File: src/rtl/enc_pkg.sv
// rtl/enc_pkg.sv - shared types and constants for the encryption sequencer
package enc_pkg;

  typedef enum logic [2:0] {
    IDLE,
    LD_PRE,
    LD_TAP,
    LD_SEED,
    RD,
    WR,
    DONE
  } enc_state_t;

  localparam logic [7:0] ADDR_PRE   = 8'd61;
  localparam logic [7:0] ADDR_TAP   = 8'd62;
  localparam logic [7:0] ADDR_SEED  = 8'd63;
  localparam logic [7:0] ASCII_BIAS = 8'h20;

  // The nine maximal-length feedback patterns the message format allows.
  localparam logic [6:0] LFSR_PTRN [9] = '{
    7'h60, 7'h48, 7'h78, 7'h72, 7'h6A, 7'h69, 7'h5C, 7'h7E, 7'h7B
  };

  // Cipher byte: 7 data bits with their XOR parity in bit 7.
  function automatic logic [7:0] parity_tag(input logic [6:0] d);
    return {^d, d};
  endfunction

endpackage

File: src/rtl/encrypt_sequencer_if.sv
// rtl/encrypt_sequencer_if.sv - req/ack handshake plus data-memory port bundle
interface encrypt_sequencer_if;

  logic       req;
  logic       ack;
  logic       busy;
  logic [7:0] mem_addr;
  logic       mem_wr_en;
  logic [7:0] mem_wdata;
  logic [7:0] mem_rdata;

  // Sequencer side: owns the memory port and the completion flags.
  modport master (
    input  req,
    input  mem_rdata,
    output ack,
    output busy,
    output mem_addr,
    output mem_wr_en,
    output mem_wdata
  );

  // Host/memory side.
  modport slave (
    output req,
    output mem_rdata,
    input  ack,
    input  busy,
    input  mem_addr,
    input  mem_wr_en,
    input  mem_wdata
  );

endinterface

File: src/rtl/encrypt_sequencer_lfsr7.sv
// rtl/encrypt_sequencer_lfsr7.sv - 7-bit Fibonacci LFSR, shared with the decrypt sequencer
module lfsr7 (
  input  logic       clk,
  input  logic       rst,
  input  logic       load,
  input  logic       step,
  input  logic [6:0] seed,
  input  logic [6:0] taps,
  output logic [6:0] state
);

  // Load wins over step; new bit enters at the LSB as the parity of tapped bits.
  always_ff @(posedge clk) begin
    if (rst) begin
      state <= '0;
    end else if (load) begin
      state <= seed;
    end else if (step) begin
      state <= {state[5:0], ^(state & taps)};
    end
  end

endmodule

File: src/rtl/encrypt_sequencer.sv
// rtl/encrypt_sequencer.sv - Program #1 message encryption sequencer on the data-memory port
module encrypt_sequencer
  import enc_pkg::*;
#(
  parameter int MSG_MAX  = 52,
  parameter int OUT_LEN  = 64,
  parameter int OUT_BASE = 64
) (
  input logic                 clk,
  input logic                 init,
  encrypt_sequencer_if.master bus
);

  enc_state_t state;
  logic [6:0] i;
  logic [7:0] pre;
  logic [6:0] taps;
  logic [6:0] lfsr;

  logic       ack_r;
  logic       busy_r;
  logic [7:0] addr_r;
  logic       wr_en_r;
  logic [7:0] wdata_r;

  logic [6:0] i_inc;
  logic [7:0] k_cur;
  logic [7:0] k_next;
  logic       pad;
  logic [6:0] plain;
  logic [6:0] cipher;

  assign i_inc  = i + 7'd1;
  assign k_cur  = {1'b0, i} - pre;
  assign k_next = {1'b0, i_inc} - pre;

  // Leading padding (i < pre, full 8-bit compare) and anything past the message encrypt zero.
  assign pad    = ({1'b0, i} < pre) || (k_cur >= 8'(MSG_MAX));
  assign plain  = pad ? 7'd0 : 7'(bus.mem_rdata - ASCII_BIAS);
  assign cipher = plain ^ lfsr;

  lfsr7 u_lfsr (
    .clk   (clk),
    .rst   (init),
    .load  (state == LD_SEED),
    .step  (state == WR),
    .seed  (bus.mem_rdata[6:0]),
    .taps  (taps),
    .state (lfsr)
  );

  // Sequencer FSM; outputs are registered, so each transition sets up the next state's bus values.
  always_ff @(posedge clk) begin
    if (init) begin
      state   <= IDLE;
      i       <= '0;
      pre     <= '0;
      taps    <= '0;
      ack_r   <= 1'b0;
      busy_r  <= 1'b0;
      addr_r  <= '0;
      wr_en_r <= 1'b0;
      wdata_r <= '0;
    end else begin
      wr_en_r <= 1'b0;
      case (state)
        IDLE: begin
          if (!bus.req) begin
            state  <= LD_PRE;
            i      <= '0;
            busy_r <= 1'b1;
            addr_r <= ADDR_PRE;
          end
        end
        LD_PRE: begin
          pre    <= bus.mem_rdata;
          addr_r <= ADDR_TAP;
          state  <= LD_TAP;
        end
        LD_TAP: begin
          taps   <= bus.mem_rdata[6:0];
          addr_r <= ADDR_SEED;
          state  <= LD_SEED;
        end
        LD_SEED: begin
          addr_r <= k_cur;
          state  <= RD;
        end
        RD: begin
          addr_r  <= 8'(OUT_BASE) + {1'b0, i};
          wr_en_r <= 1'b1;
          wdata_r <= parity_tag(cipher);
          state   <= WR;
        end
        WR: begin
          i <= i_inc;
          if (i == 7'(OUT_LEN - 1)) begin
            state  <= DONE;
            ack_r  <= 1'b1;
            busy_r <= 1'b0;
            addr_r <= '0;
          end else begin
            state  <= RD;
            addr_r <= k_next;
          end
        end
        DONE: begin
          if (bus.req) begin
            state <= IDLE;
            ack_r <= 1'b0;
          end
        end
        default: state <= IDLE;
      endcase
    end
  end

  assign bus.ack       = ack_r;
  assign bus.busy      = busy_r;
  assign bus.mem_addr  = addr_r;
  assign bus.mem_wr_en = wr_en_r;
  assign bus.mem_wdata = wdata_r;

endmodule

File: src/flat_wrapper.sv
// flat-port wrapper written by rule: the top's interface ports become plain ports
module encrypt_sequencer_flat import enc_pkg::*;
#(
  parameter int MSG_MAX  = 52,
  parameter int OUT_LEN  = 64,
  parameter int OUT_BASE = 64
)
  (clk, init, bus_req, bus_mem_rdata, bus_ack, bus_busy, bus_mem_addr, bus_mem_wr_en, bus_mem_wdata);
  encrypt_sequencer_if bus_i ();
  input logic clk;
  input logic init;
  input wire logic [$bits(bus_i.req)-1:0] bus_req;
  input wire logic [$bits(bus_i.mem_rdata)-1:0] bus_mem_rdata;
  output wire logic [$bits(bus_i.ack)-1:0] bus_ack;
  output wire logic [$bits(bus_i.busy)-1:0] bus_busy;
  output wire logic [$bits(bus_i.mem_addr)-1:0] bus_mem_addr;
  output wire logic [$bits(bus_i.mem_wr_en)-1:0] bus_mem_wr_en;
  output wire logic [$bits(bus_i.mem_wdata)-1:0] bus_mem_wdata;
  assign bus_i.req = bus_req;
  assign bus_i.mem_rdata = bus_mem_rdata;
  assign bus_ack = bus_i.ack;
  assign bus_busy = bus_i.busy;
  assign bus_mem_addr = bus_i.mem_addr;
  assign bus_mem_wr_en = bus_i.mem_wr_en;
  assign bus_mem_wdata = bus_i.mem_wdata;
  encrypt_sequencer #(.MSG_MAX(MSG_MAX), .OUT_LEN(OUT_LEN), .OUT_BASE(OUT_BASE)) u_core (.clk(clk), .init(init), .bus(bus_i));
endmodule
File: config.mk
export PLATFORM = sky130hd
export DESIGN_NAME = encrypt_sequencer_flat
export DESIGN_NICKNAME = d
export VERILOG_FILES = /design/src/rtl/enc_pkg.sv /design/src/rtl/encrypt_sequencer_if.sv /design/src/rtl/encrypt_sequencer_lfsr7.sv /design/src/rtl/encrypt_sequencer.sv /design/src/flat_wrapper.sv
export SDC_FILE = /design/constraint.sdc
export NUM_CORES = 1
export LEC_CHECK = 0
export CORE_UTILIZATION = 35
export DETAILED_ROUTE_END_ITERATION = 7
export SYNTH_ARGS = -nofsm -noshare
export SYNTH_HDL_FRONTEND = slang
export SYNTH_SLANG_ARGS = --single-unit
File: constraint.sdc
create_clock -name clk -period 3.3 [get_ports clk]
set_input_delay 0.495 -clock clk [delete_from_list [all_inputs] [get_ports clk]]
set_output_delay 0.495 -clock clk [all_outputs]
set_load 0.05 [all_outputs]
Yosys cells after proc, flatten, opt, wreduce, memory -nomap -nowiden
Index checks and enable logic that the tools add are counted.
- output and inout port bits: 19
- bits in registers: 51
- word-level logic and storage cells: 61
- bitwise operators: 2
- multiplexer cells: 19
- equality and inequality tests: 10
- magnitude comparators: 2
- add/sub/neg operators: 5
- reduce and logical (&&, ||, !) cells: 13
- operator list (operator ; count):
    $pmux W8 S6 ; 1
    $mux W7 ; 4
    $pmux W3 S7 ; 1
    $mux W8 ; 2
    $sub A7 B8 Y8 ; 2
    $pmux W7 S2 ; 1
    $reduce_xor A7 Y1 ; 2
    $eq A3 B3 Y1 const B ; 3
    $add A7 B7 Y8 const A ; 1
    $ge A8 B6 Y1 const B ; 1
    $lt A7 B8 Y1 ; 1
    $add A7 B1 Y7 const B ; 1
    $and A7 B7 Y7 ; 1
    $eq A7 B6 Y1 const B ; 1
    $sub A7 B6 Y7 const B ; 1
    $xor A7 B7 Y7 ; 1
    $eq A3 B2 Y1 const B ; 2
    $mux W3 ; 2
    $reduce_and A2 Y1 ; 3
    $reduce_and A3 Y1 ; 2
    $reduce_bool A2 Y1 ; 3
    $reduce_bool A6 Y1 ; 1
    $mux W1 ; 5
    $ne A2 B2 Y1 const B ; 2
    other kinds (6) ; 7

Depth between registers and ports, before layout
- depth after elaboration: 6
- gate-level depth with buffers: 10
- gate-level depth less buffers: 10

Hierarchy
A second synthesis with hierarchy kept.
- cell total of the unflattened synthesis: 400
- area, all modules: 3166.8 um^2
- modules (own cells, without submodules) (module ; cells each ; times used ; area each (um^2)):
    encrypt_sequencer ; 350 ; 1 ; 2757.6
    lfsr7 ; 50 ; 1 ; 409.1

Worst setup path before layout
OpenSTA, ideal clock, no wires.
- kind: register to register
- from: register u_core.i[0]
- to: register u_core.wdata_r[0], in the netlist u_core.bus.mem_wdata[0]
- buffers on the path: 0
- path slack: 0.852 ns
- clock period less this slack: 2.448 ns
- stages on the path, launching flop included: 11
- data arrival time: 2.363 ns
- library setup time: 0.086 ns
- path through: dfxtp_1 -> inv_1 -> ha_1 -> fa_1 -> nand2b_2 -> a21oi_2 -> nor3_1 -> nor4b_4 -> nand3_1 -> xor2_1 -> a211oi_1
- word-level cells in the longest chain between the ends: 5
- elaborated cells on any way between the ends: 6
- those cells by class: add/sub (1); order compare (2); mux (1); bitwise (1); reduce/logical (1)
- ends and longest elaborated chain (item ; line ; source):
    start, declared ; encrypt_sequencer.sv:15 ; logic [6:0] i;
    start signal, assigned ; encrypt_sequencer.sv:96 ; i <= i_inc;
    $sub A7 B8 Y8 ; encrypt_sequencer.sv:34 ; assign k_cur = {1'b0, i} - pre;
    $ge A8 B6 Y1 ; encrypt_sequencer.sv:38 ; assign pad = ({1'b0, i} < pre) || (k_cur >= 8'(MSG_MAX));
    $logic_or A1 B1 Y1 (*) ; encrypt_sequencer.sv:38 ;
    $mux W7 (*) ; encrypt_sequencer.sv:39 ; assign plain = pad ? 7'd0 : 7'(bus.mem_rdata - ASCII_BIAS);
    $xor A7 B7 Y7 (*) ; encrypt_sequencer.sv:40 ; assign cipher = plain ^ lfsr;
    end signal, assigned ; encrypt_sequencer.sv:92 ; wdata_r <= parity_tag(cipher);
    end, declared ; encrypt_sequencer.sv:24 ; logic [7:0] wdata_r;
Every way passes the cells marked *; elsewhere a longest branch is shown, timed or not.
A chain may end at the register's enable or synchronous reset.

Worst setup path in the final report
- from: register u_core.i[0]
- to: register u_core.wdata_r[3], in the netlist u_core.bus.mem_wdata[3]
The elaborated chain is that of the path after synthesis.

==> metrics.csv <==
metric,value,unit
sw frac,0.342,
ANT nets after route,0,
GRT Resource Usage Total,0.175,
"area leader, netlist",dfxtp_1,
Worst-Skew Late Latency,0.31,ns
Hold WC Path Type,flop to flop,
outcome,finished with violations,
setup TNS,0,ns
Net Sw Power,0.495,mW
met1 GRT Util,0.227,
Required @ worst endpoint,3.53,ns
Die Y,97.6,um
post-synth cell types,45,
Starting Density,0.364,
worst hold slack,0.461,ns
Clk pwr share,0.268,
fin area,3680,um2
Setup Crit Path Kind,flop to flop,
Fillers,921,
GR Layer Usage met2,0.309,
share of layout cells above drive strength 1,0.0529,
Post-Place Cell Area,3590,um2
iteration count of the initial detailed-routing pass,7,
Worst slew margin,0.376,
Post-Synthesis Cells,412,
violated checks,design-rule violations,
"EDFF count, synth",0,
final setup fails,0,
# Post-CTS Setup Buffers,0,
die area,9530,um2
Worst VDD drop,202,uV
CTS Buf Count,5,
Reg power frac,0.464,
H-tree levels,2,
cell area after synthesis,3200,um2
Fmax,358,MHz
PortBufs,29,
setup ws final,0.509,ns
Post-Route WL,8030,um
DP HPWL,5860,um
TritonCTS clock tree,yes,
Final GP Congestion,0.889,
crit path launch type,flop,
Lkg Pwr,1.34,nW
ys flop type,dfxtp_1,
CTS max path bufs,2,
# IOs,30,
Final Max Tran Viols,0,
PwrDens,393,nW/um2
Synth Register Bits,51,
Multi-input gate area,2060,um2
synthesis warning total,0,
post_cts resized,0,
DR vias/cell,5.33,
Final Skew,0.00660,ns
Syn Nets,444,
Worst EP arrival,3.02,ns
initial antenna violation count,0,
measured slew at the worst slew-check pin,0.935,ns
global-route layer with the greatest usage,met2,
Mapped Avg Cell Area,7.77,um2
met3 Usage GRT,0.0201,
Fin. Hold Viols,0,
total congestion overflow,0,
Power Internal,0.953,mW
diode count,0,
Die Width,97.6,um
largest net degree at the start of global routing,52,
"Hold-fix buffers, CTS",0,
vias in the first global route,2772,
synth cell count leaders,"nand2_1, nor2_1, dfxtp_1",
Crit Path Max Fanout,8,
first-pass GRT wire length,13500,um
clock sinks,51,
post-synth top area share,0.319,
CORE AREA,8810,um2
Storage cell area,1020,um2
Final Critical Period,2.79,ns
Final nets,466,
asr flop ratio synth,0,
DRT iter0 DRCs,96,
DP Worst Slack,0.533,ns
Cell Rows,34,
clk root buf,clkbuf_8,
dominant cells by area after synthesis,"dfxtp_1, ha_1, a21oi_1, xnor2_1, nand2_1",
crit end category,flop,
sequential share of the synthesized area,0.319,
Area growth syn-to-layout,15.0,%
via count,2892,
total of max-cap violations,0,
RSZ-0062 raised after global routing,false,
Post-route DRC,2,
Comb pwr share,0.268,
CTS clock-pin slew for the worst setup and hold paths,0.10,ns
WL per Instance,14.8,um
Final Cycle Share,0.846,
==> sequential cells by signal, indices dropped and copies added (netlist names) <==
signal	count
u_core.bus.ack	1
u_core.bus.busy	1
u_core.bus.mem_addr	8
u_core.bus.mem_wdata	8
u_core.bus.mem_wr_en	1
u_core.i	7
u_core.pre	8
u_core.state	3
u_core.taps	7
u_core.u_lfsr.state	7
==> cell families (layout without fill, tap and decap cells) <==
| logic type | after synthesis | count (layout) | share of synthesized area |
|---|---|---|---|
| AND/OR/NAND/NOR | 160 | 160 | 0.230 |
| AO/OA/AOI/OAI | 104 | 104 | 0.204 |
| flip-flops | 51 | 51 | 0.319 |
| XOR/XNOR | 36 | 36 | 0.0985 |
| buffers and inverters | 33 | 56 | 0.0403 |
| adder cells (fa/ha/maj) | 21 | 21 | 0.0868 |
| multiplexers | 7 | 7 | 0.0219 |
==> metal layers <==
metal	vias to the layer above	share of wire
met4	0	0.010
met3	5	0.020
met1	1385	0.48
met5	-	0
met2	27	0.49
li1	1475	-
==> through the flow <==
step	cells	util	total power [mW]
6_report	543	0.418	1.45
5_1_grt	543	0.418	1.53
4_1_cts	543	0.418	1.47
3_5_place_dp	535	0.408	1.07
3_3_place_gp	535	0.408	1.07
2_1_floorplan	412	-	0.968
==> cell type report <==
type                    instances  share of cell area
multi-input cells             328               0.558
flip-flops and latches         51               0.277
repair buffers                 34              0.0876
well taps                     108              0.0367
clock buffers                   5              0.0187
inverters                      14              0.0143
clock inverters                 3             0.00713
==> critical path: stages (launching register included) <==
cell and delay, ns:
dfxtp_1 0.47, inv_1 0.10, ha_1 0.20, fa_1 0.40
nand2b_2 0.21, a21oi_2 0.17, nor3_1 0.10, nor4b_4 0.51
nand3_1 0.16, xor2_1 0.17, a211oi_1 0.22
==> power by group through the flow <==
stage	Sequential (mW)	Clock, mW	Combinational (mW)
after floorplan	0.717	0	0.251
after global placement	0.685	0	0.385
after detailed placement	0.686	0	0.388
after CTS	0.672	0.404	0.390
after global routing	0.677	0.420	0.429
final	0.671	0.389	0.388
==> layout by cell type, fill, tap and decap left out, drive strengths merged, types with 3 or more instances in the layout <==
cell type,instances
nand3b,4
buf,6
nand3,14
inv,16
nor2,52
and3,5
a22oi,10
nand2b,8
a211oi,12
clkbuf,5
or3,3
xnor2,23
a21oi,47
o21ai,18
dfxtp,51
clkdlybuf4s50,28
nand2,53
nor3,15
ha,19
mux2i,7
xor2,13
==> worst paths after layout <==
kind	start	endpoint	slack, ns	cells past startpoint
hold / removal	u_core.pre[3]	u_core.pre[3]	0.46	2
setup reg to reg	u_core.i[0]	u_core.bus.mem_wdata[3]	0.51	10
setup / recovery	u_core.i[0]	u_core.bus.mem_wdata[3]	0.51	10
hold reg to reg	u_core.pre[3]	u_core.pre[3]	0.46	2
No activity file was read; power rests on OpenSTA's default activity.
